$ cat src/rtl/bht_update_fifo.sv
// Buffers resolved conditional branches and issues them one per cycle to the BHT.
// Also keeps saturating counts of resolved branches and mispredictions.
module bht_update_fifo #(
   parameter int VLEN  = 64,
   parameter int DEPTH = 4,
   parameter int CNT_W = 32
) (
   input  logic             clk_i,
   input  logic             rst_i,
   input  logic             resolve_valid_i,
   output logic             resolve_ready_o,
   input  logic [VLEN-1:0]  resolve_pc_i,
   input  logic             resolve_taken_i,
   input  logic             resolve_pred_taken_i,
   input  logic             bht_busy_i,
   input  logic             flush_i,
   output logic             bht_update_valid_o,
   output logic [VLEN-1:0]  bht_update_pc_o,
   output logic             bht_update_taken_o,
   output logic [CNT_W-1:0] branch_cnt_o,
   output logic [CNT_W-1:0] mispredict_cnt_o,
   output logic             empty_o
);

   localparam int AW = $clog2(DEPTH);

   logic [VLEN-1:0]  r_mem_pc [DEPTH];
   logic [DEPTH-1:0] r_mem_taken;
   logic [AW:0]      r_wptr;
   logic [AW:0]      r_rptr;
   logic [CNT_W-1:0] r_branch_cnt;
   logic [CNT_W-1:0] r_mispred_cnt;

   logic w_full;
   logic w_empty;
   logic w_push;
   logic w_pop;
   logic w_mispred;

   // Pointers carry one extra wrap bit so full and empty are distinguishable.
   assign w_empty   = (r_wptr == r_rptr);
   assign w_full    = (r_wptr[AW] != r_rptr[AW]) &&
                      (r_wptr[AW-1:0] == r_rptr[AW-1:0]);
   assign w_push    = resolve_valid_i & ~w_full & ~flush_i;
   assign w_pop     = ~w_empty & ~bht_busy_i & ~flush_i;
   assign w_mispred = resolve_taken_i ^ resolve_pred_taken_i;

   assign resolve_ready_o    = ~w_full;
   assign bht_update_valid_o = w_pop;
   assign bht_update_pc_o    = r_mem_pc[r_rptr[AW-1:0]];
   assign bht_update_taken_o = r_mem_taken[r_rptr[AW-1:0]];
   assign branch_cnt_o       = r_branch_cnt;
   assign mispredict_cnt_o   = r_mispred_cnt;
   assign empty_o            = w_empty;

   always_ff @(posedge clk_i or posedge rst_i) begin
      if (rst_i) begin
         r_wptr <= '0;
         r_rptr <= '0;
      end else if (flush_i) begin
         r_wptr <= '0;
         r_rptr <= '0;
      end else begin
         if (w_push) r_wptr <= r_wptr + 1'b1;
         if (w_pop)  r_rptr <= r_rptr + 1'b1;
      end
   end

   // Storage is cleared on reset so the update port reads zero afterwards.
   always_ff @(posedge clk_i or posedge rst_i) begin
      if (rst_i) begin
         for (int i = 0; i < DEPTH; i++) r_mem_pc[i] <= '0;
         r_mem_taken <= '0;
      end else if (w_push) begin
         r_mem_pc[r_wptr[AW-1:0]]    <= resolve_pc_i;
         r_mem_taken[r_wptr[AW-1:0]] <= resolve_taken_i;
      end
   end

   always_ff @(posedge clk_i or posedge rst_i) begin
      if (rst_i) begin
         r_branch_cnt  <= '0;
         r_mispred_cnt <= '0;
      end else if (w_push) begin
         if (r_branch_cnt != '1)
            r_branch_cnt <= r_branch_cnt + 1'b1;
         if (w_mispred && r_mispred_cnt != '1)
            r_mispred_cnt <= r_mispred_cnt + 1'b1;
      end
   end

endmodule

$ cat config.mk
export PLATFORM = sky130hd
export DESIGN_NAME = bht_update_fifo
export DESIGN_NICKNAME = d
export VERILOG_FILES = /design/src/rtl/bht_update_fifo.sv
export SDC_FILE = /design/constraint.sdc
export NUM_CORES = 1
export LEC_CHECK = 0
export ABC_AREA = 1
export BUFFER_PORTS_ARGS = -buffer_cell sky130_fd_sc_hd__buf_4
export CORE_UTILIZATION = 37
export CTS_CLUSTER_SIZE = 24
export DETAILED_ROUTE_END_ITERATION = 12
export SYNTH_ARGS = -nofsm -noshare
export SYNTH_HDL_FRONTEND = slang
export SYNTH_SLANG_ARGS = --single-unit
$ cat constraint.sdc
create_clock -name clk_i -period 33.7 [get_ports clk_i]
set_input_delay 6.74 -clock clk_i [delete_from_list [all_inputs] [get_ports clk_i]]
set_output_delay 6.74 -clock clk_i [all_outputs]
set_load 0.02 [all_outputs]
# == Yosys cells after proc, flatten, opt, wreduce, memory -nomap -nowiden ==
# Index checks and enable logic that the tools add are counted.
# op_classes
n_mux,15
addsub,4
magnitude_cmp,6
reduce_logical,8
bitwise_logic,11
n_eq_ne,5
# ops
op,count
$bwmux W256,1
$mux W64,3
$bmux W64 S2,1
$demux W64 S2,1
$add A32 B1 Y32 const B,2
$ne A32 B32 Y1 const B,2
$mux W3,4
$add A3 B1 Y3 const B,2
$ge A3 B3 Y1 const B,2
$lt A2 B3 Y1 const B,2
$not A2 Y3,2
$and A1 B1 Y1,4
$bwmux W4,1
$logic_and A1 B1 Y1,4
$not A1 Y1,4
$reduce_and A2 Y1,2
$reduce_bool A2 Y1,2
$eq A3 B3 Y1,1
$lt A3 B1 Y1 const B,1
$bmux W1 S2,1
$demux W1 S2,1
$eq A2 B2 Y1,1
$ge A2 B1 Y1 const B,1
$mux W1,2
other kinds (2),2
# totals
register_bits,330
word_cells,58
out_inout_bits,132
input_bits,71

# == Depth between registers and ports, before layout ==
# depth
ltp_word,7
mapped_depth,11
depth_no_buf,10

# == Worst setup path before layout ==
# OpenSTA, ideal clock, no wires.
# synth_timing
path_kind,in2out
from,in bht_busy_i
to,out bht_update_valid_o
setup_slack_ns,19.733
stages,3
n_path_buf,0
t_arrival_ns,7.227
t_required_ns,26.960
cell_sequence,inv_1 -> nand2_1 -> nor2_1
# synth_via
elab_chain_len,3
# synth_lines
item,line_no,rtl
start: declaration,15,"input logic bht_busy_i,"
$not A1 Y1,45,assign w_pop = ~w_empty & ~bht_busy_i & ~flush_i;
$and A1 B1 Y1 (2 in a row),45,
end: declaration,17,"output logic bht_update_valid_o,"
# Every way passes these cells.

# == Worst setup path after layout ==
# Same ends and word-level chain as after synthesis.

==> qor.csv <==
stage,metric,value,unit
detailed_routing,ant_nets,0,
global_routing,grt_max_degree,168,
floorplan,rows,78,
global_routing,track_usage,0.217,
run_status,status,"complete, no violations",
clocking,cts.clk_slew.worst_paths,0.06,ns
setup_path,cpPeakStageDelay,0.18,ns
power_and_ir_drop,ir_worst_vdd,0.0414,mV
cells_and_area,syn_to_final_growth,15.7,%
cells_and_area,final_area,0.0198,mm^2
setup_path,cp-startpoint,bht_busy_i,
floorplan,die_y,217,um
min_path,hp-class,reg -> reg,
logic_synthesis,ys_seq_area_frac,0.483,
logic_synthesis,synth_cell_type_count,27,
sta,tns,0,ns
placed_design,dp_slack,19.60,ns
setup_path,worst_setup_path_end_kind,output pin,
logic_synthesis,synth_seq_cells,330,
sta,slew_headroom,0.292,
logic_synthesis,syn-instance-count,2249,
floorplan,dieArea,0.0471,mm^2
setup_path,worstPathMaxFanout,4,
placed_design,port_buffers,202,
placed_design,routabilityCongestion,0.829,
logic_synthesis,syn-num-nets,2327,
setup_path,cp_common_cell,buf_4,
power_and_ir_drop,swShare,0.342,
setup_path,critical_path.top_delay_family,buffers and inverters,
detailed_routing,wl,51000,um
setup_path,critPathKind,in -> out,
sta,hold_viol_final,0,
setup_path,r2r-start,r_rptr[1],
cells_and_area,final_cell_mix,"884 x nand2_1, 328 x dfrtp_1, 274 x o21ai_0, 222 x nor2_1, 218 x buf_4",
sta,finalSetupViolCount,0,
setup_path,critPathArrivalTime,7.36,ns
cells_and_area,layout.nets,2444,
clocking,cts_buffers,40,
clocking,ctsHoldBuffers,0,
setup_path,cpMaxStageDelayCell,nor2_1,
flow_run,maxCapViolations,0,
clocking,cts_tree,yes,
power_and_ir_drop,clkPwrFrac,0.319,
power_and_ir_drop,combPwrFrac,0.262,
sta,slew_viol_final,0,
clocking,clock-sinks,330,
power_and_ir_drop,total_leakage_power,10.3,nW
floorplan,ios,203,
logic_synthesis,netlist_area,0.0171,mm^2
setup_path,path_cells,buf_4 -> inv_1 -> nand2_1 -> nor2_1 -> buf_4,
clocking,clockRootBuffer,clkbuf_16,
detailed_routing,drc,0,
placed_design,placed_cell_area,0.0185,mm^2
sta,finalHoldWorstSlack,0.474,ns
power_and_ir_drop,p_per_area,65.9,mW/mm^2
clocking,clk_latency,0.57,ns
clocking,ctsResizeCount,0,
global_routing,grt-ovfl-total,0,
sta,rsz0062_at_grt,false,
clocking,clock_path_buffers,3,
detailed_routing,post_drt_wl_per_cell,17.0,um
sta,worst_pin_slew,1.06,ns
power_and_ir_drop,p_total,1.30,mW
power_and_ir_drop,power.switching,445,uW
floorplan,core_area,0.0455,mm^2
floorplan,start_util,0.376,
detailed_routing,dr.first_iter.drc_count,1020,
cells_and_area,final_common_cell,nand2_1,
sta,final.setup.worst_slack,19.60,ns
power_and_ir_drop,seq_power_share,0.419,
detailed_routing,via_per_inst,5.09,
detailed_routing,vias,15200,
placed_design,dp_hpwl,28400,um
sta,fmax,70.9,MHz
global_routing,grt_pass1_wl,81800,um
floorplan,die_x,217,um
logic_synthesis,yosysWarnings,0,
power_and_ir_drop,internal-power,858,uW
setup_path,crit_path_start_kind,input pin,
cells_and_area,final_core_util,0.435,
min_path,min_from,r_mem_pc[135],
cells_and_area,fin_cells,2994,
logic_synthesis,avgSynthCellArea,7.60,um^2
clocking,htree_num_levels,2,
detailed_routing,dr.pass1.iters,5,
sta,finalClockSkew,0.0291,ns
setup_path,regToRegSetupSlack,29.68,ns
placed_design,dp_cells,2924,
sta,min_period,14.10,ns
global_routing,antenna_found_initial,1,
setup_path,crit_buf_inv,3,
setup_path,cp.required,26.96,ns
clocking,cts_setup_buffers,0,
sta,timing.final.crit_share,0.418,
cells_and_area,final_layout_size_suffix_gt1_frac,0.128,
global_routing,grt_pass1_vias,14700,
synth_stat cells:
| master | number | area, um^2 |
|---|---|---|
| buf_4 | 1 | 7.51 |
| nand4_1 | 5 | 31.3 |
| xor2_1 | 26 | 228 |
| xnor2_1 | 7 | 61.3 |
| ha_1 | 7 | 87.6 |
| o22ai_1 | 65 | 407 |
| nor2_4 | 6 | 67.6 |
| nand3b_1 | 13 | 97.6 |
| nand2_1 | 884 | 3320 |
| nor2_1 | 223 | 837 |
| nand3_1 | 25 | 125 |
| inv_2 | 4 | 15.0 |
| inv_1 | 71 | 267 |
| o21bai_1 | 32 | 240 |
| nand2_2 | 4 | 25.0 |
| nor2_2 | 2 | 12.5 |
| nand3_2 | 2 | 20.0 |
| buf_8 | 5 | 75.1 |
| clkbuf_1 | 68 | 255 |
| xnor2_2 | 1 | 16.3 |
| o21ai_0 | 274 | 1370 |
| dfrtp_1 | 330 | 8260 |
| buf_6 | 48 | 541 |
| buf_1 | 2 | 7.51 |
| and2_1 | 1 | 6.26 |
| o21ai_1 | 123 | 616 |
| buf_2 | 20 | 100 |
worst paths after layout:
check | endpoint | depth (start not counted)
worst min register to register | r_mem_pc[135] | 2
worst max-delay path | bht_update_valid_o | 5
max in group asynchronous | r_mem_pc[20] | 3
worst max register to register | r_mem_pc[23] | 10
worst min-delay path | r_mem_pc[135] | 2
min in group asynchronous | mispredict_cnt_o[2] | 2
flip-flops by register name, summed over array words and instances, names as in the netlist:
| signal | flops |
|---|---|
| branch_cnt_o | 32 |
| r_wptr | 3 |
| r_mem_taken | 4 |
| mispredict_cnt_o | 32 |
| r_rptr | 3 |
| r_mem_pc | 256 |
worst register-to-register path: stages (launching register included):
cell and delay (ns):
dfrtp_2 0.41, inv_2 0.05, buf_4 0.67, nand2_1 0.12, nand2_1 0.13, nand3_2 0.13, nand3_4 0.51, buf_4 0.75
buf_4 0.83, o21ai_0 0.29, nand2_1 0.10
area by class of cell:
class / count / area, um^2
Clock inverter: 12 / 104
Clock buffer: 57 / 1130
Tap cell: 600 / 751
Sequential cell: 330 / 8260
Fill cell: 4702 / 25700
Antenna cell: 1 / 2.50
Inverter: 75 / 290
Timing Repair Buffer: 219 / 1660
Multi-Input combinational cell: 1700 / 7580
cell families after synthesis:
| group | share of synthesized area |
|---|---|
| and+or+nand+nor | 0.266 |
| AOI/OAI and AO/OA | 0.154 |
| DFF | 0.483 |
| buffers and inverters | 0.0742 |
| xor gates and xnor gates | 0.0179 |
| adders and majority gates | 0.00512 |
power by group through the flow:
stage	logic (mW)	registers [mW]	clock network, mW
floorplan	0.225	0.537	0
global placement	0.338	0.548	0
detailed placement	0.344	0.552	0
CTS	0.345	0.545	0.429
global route	0.381	0.559	0.441
finish	0.341	0.546	0.416
routing by layer:
| layer | track usage | wire (um) |
|---|---|---|
| met5 | 0 | 0 |
| met1 | 0.289 | 22900 |
| met2 | 0.359 | 23800 |
| met4 | 0.0641 | 1080 |
| met3 | 0.0412 | 3210 |
No activity file was read; power rests on OpenSTA's default activity.
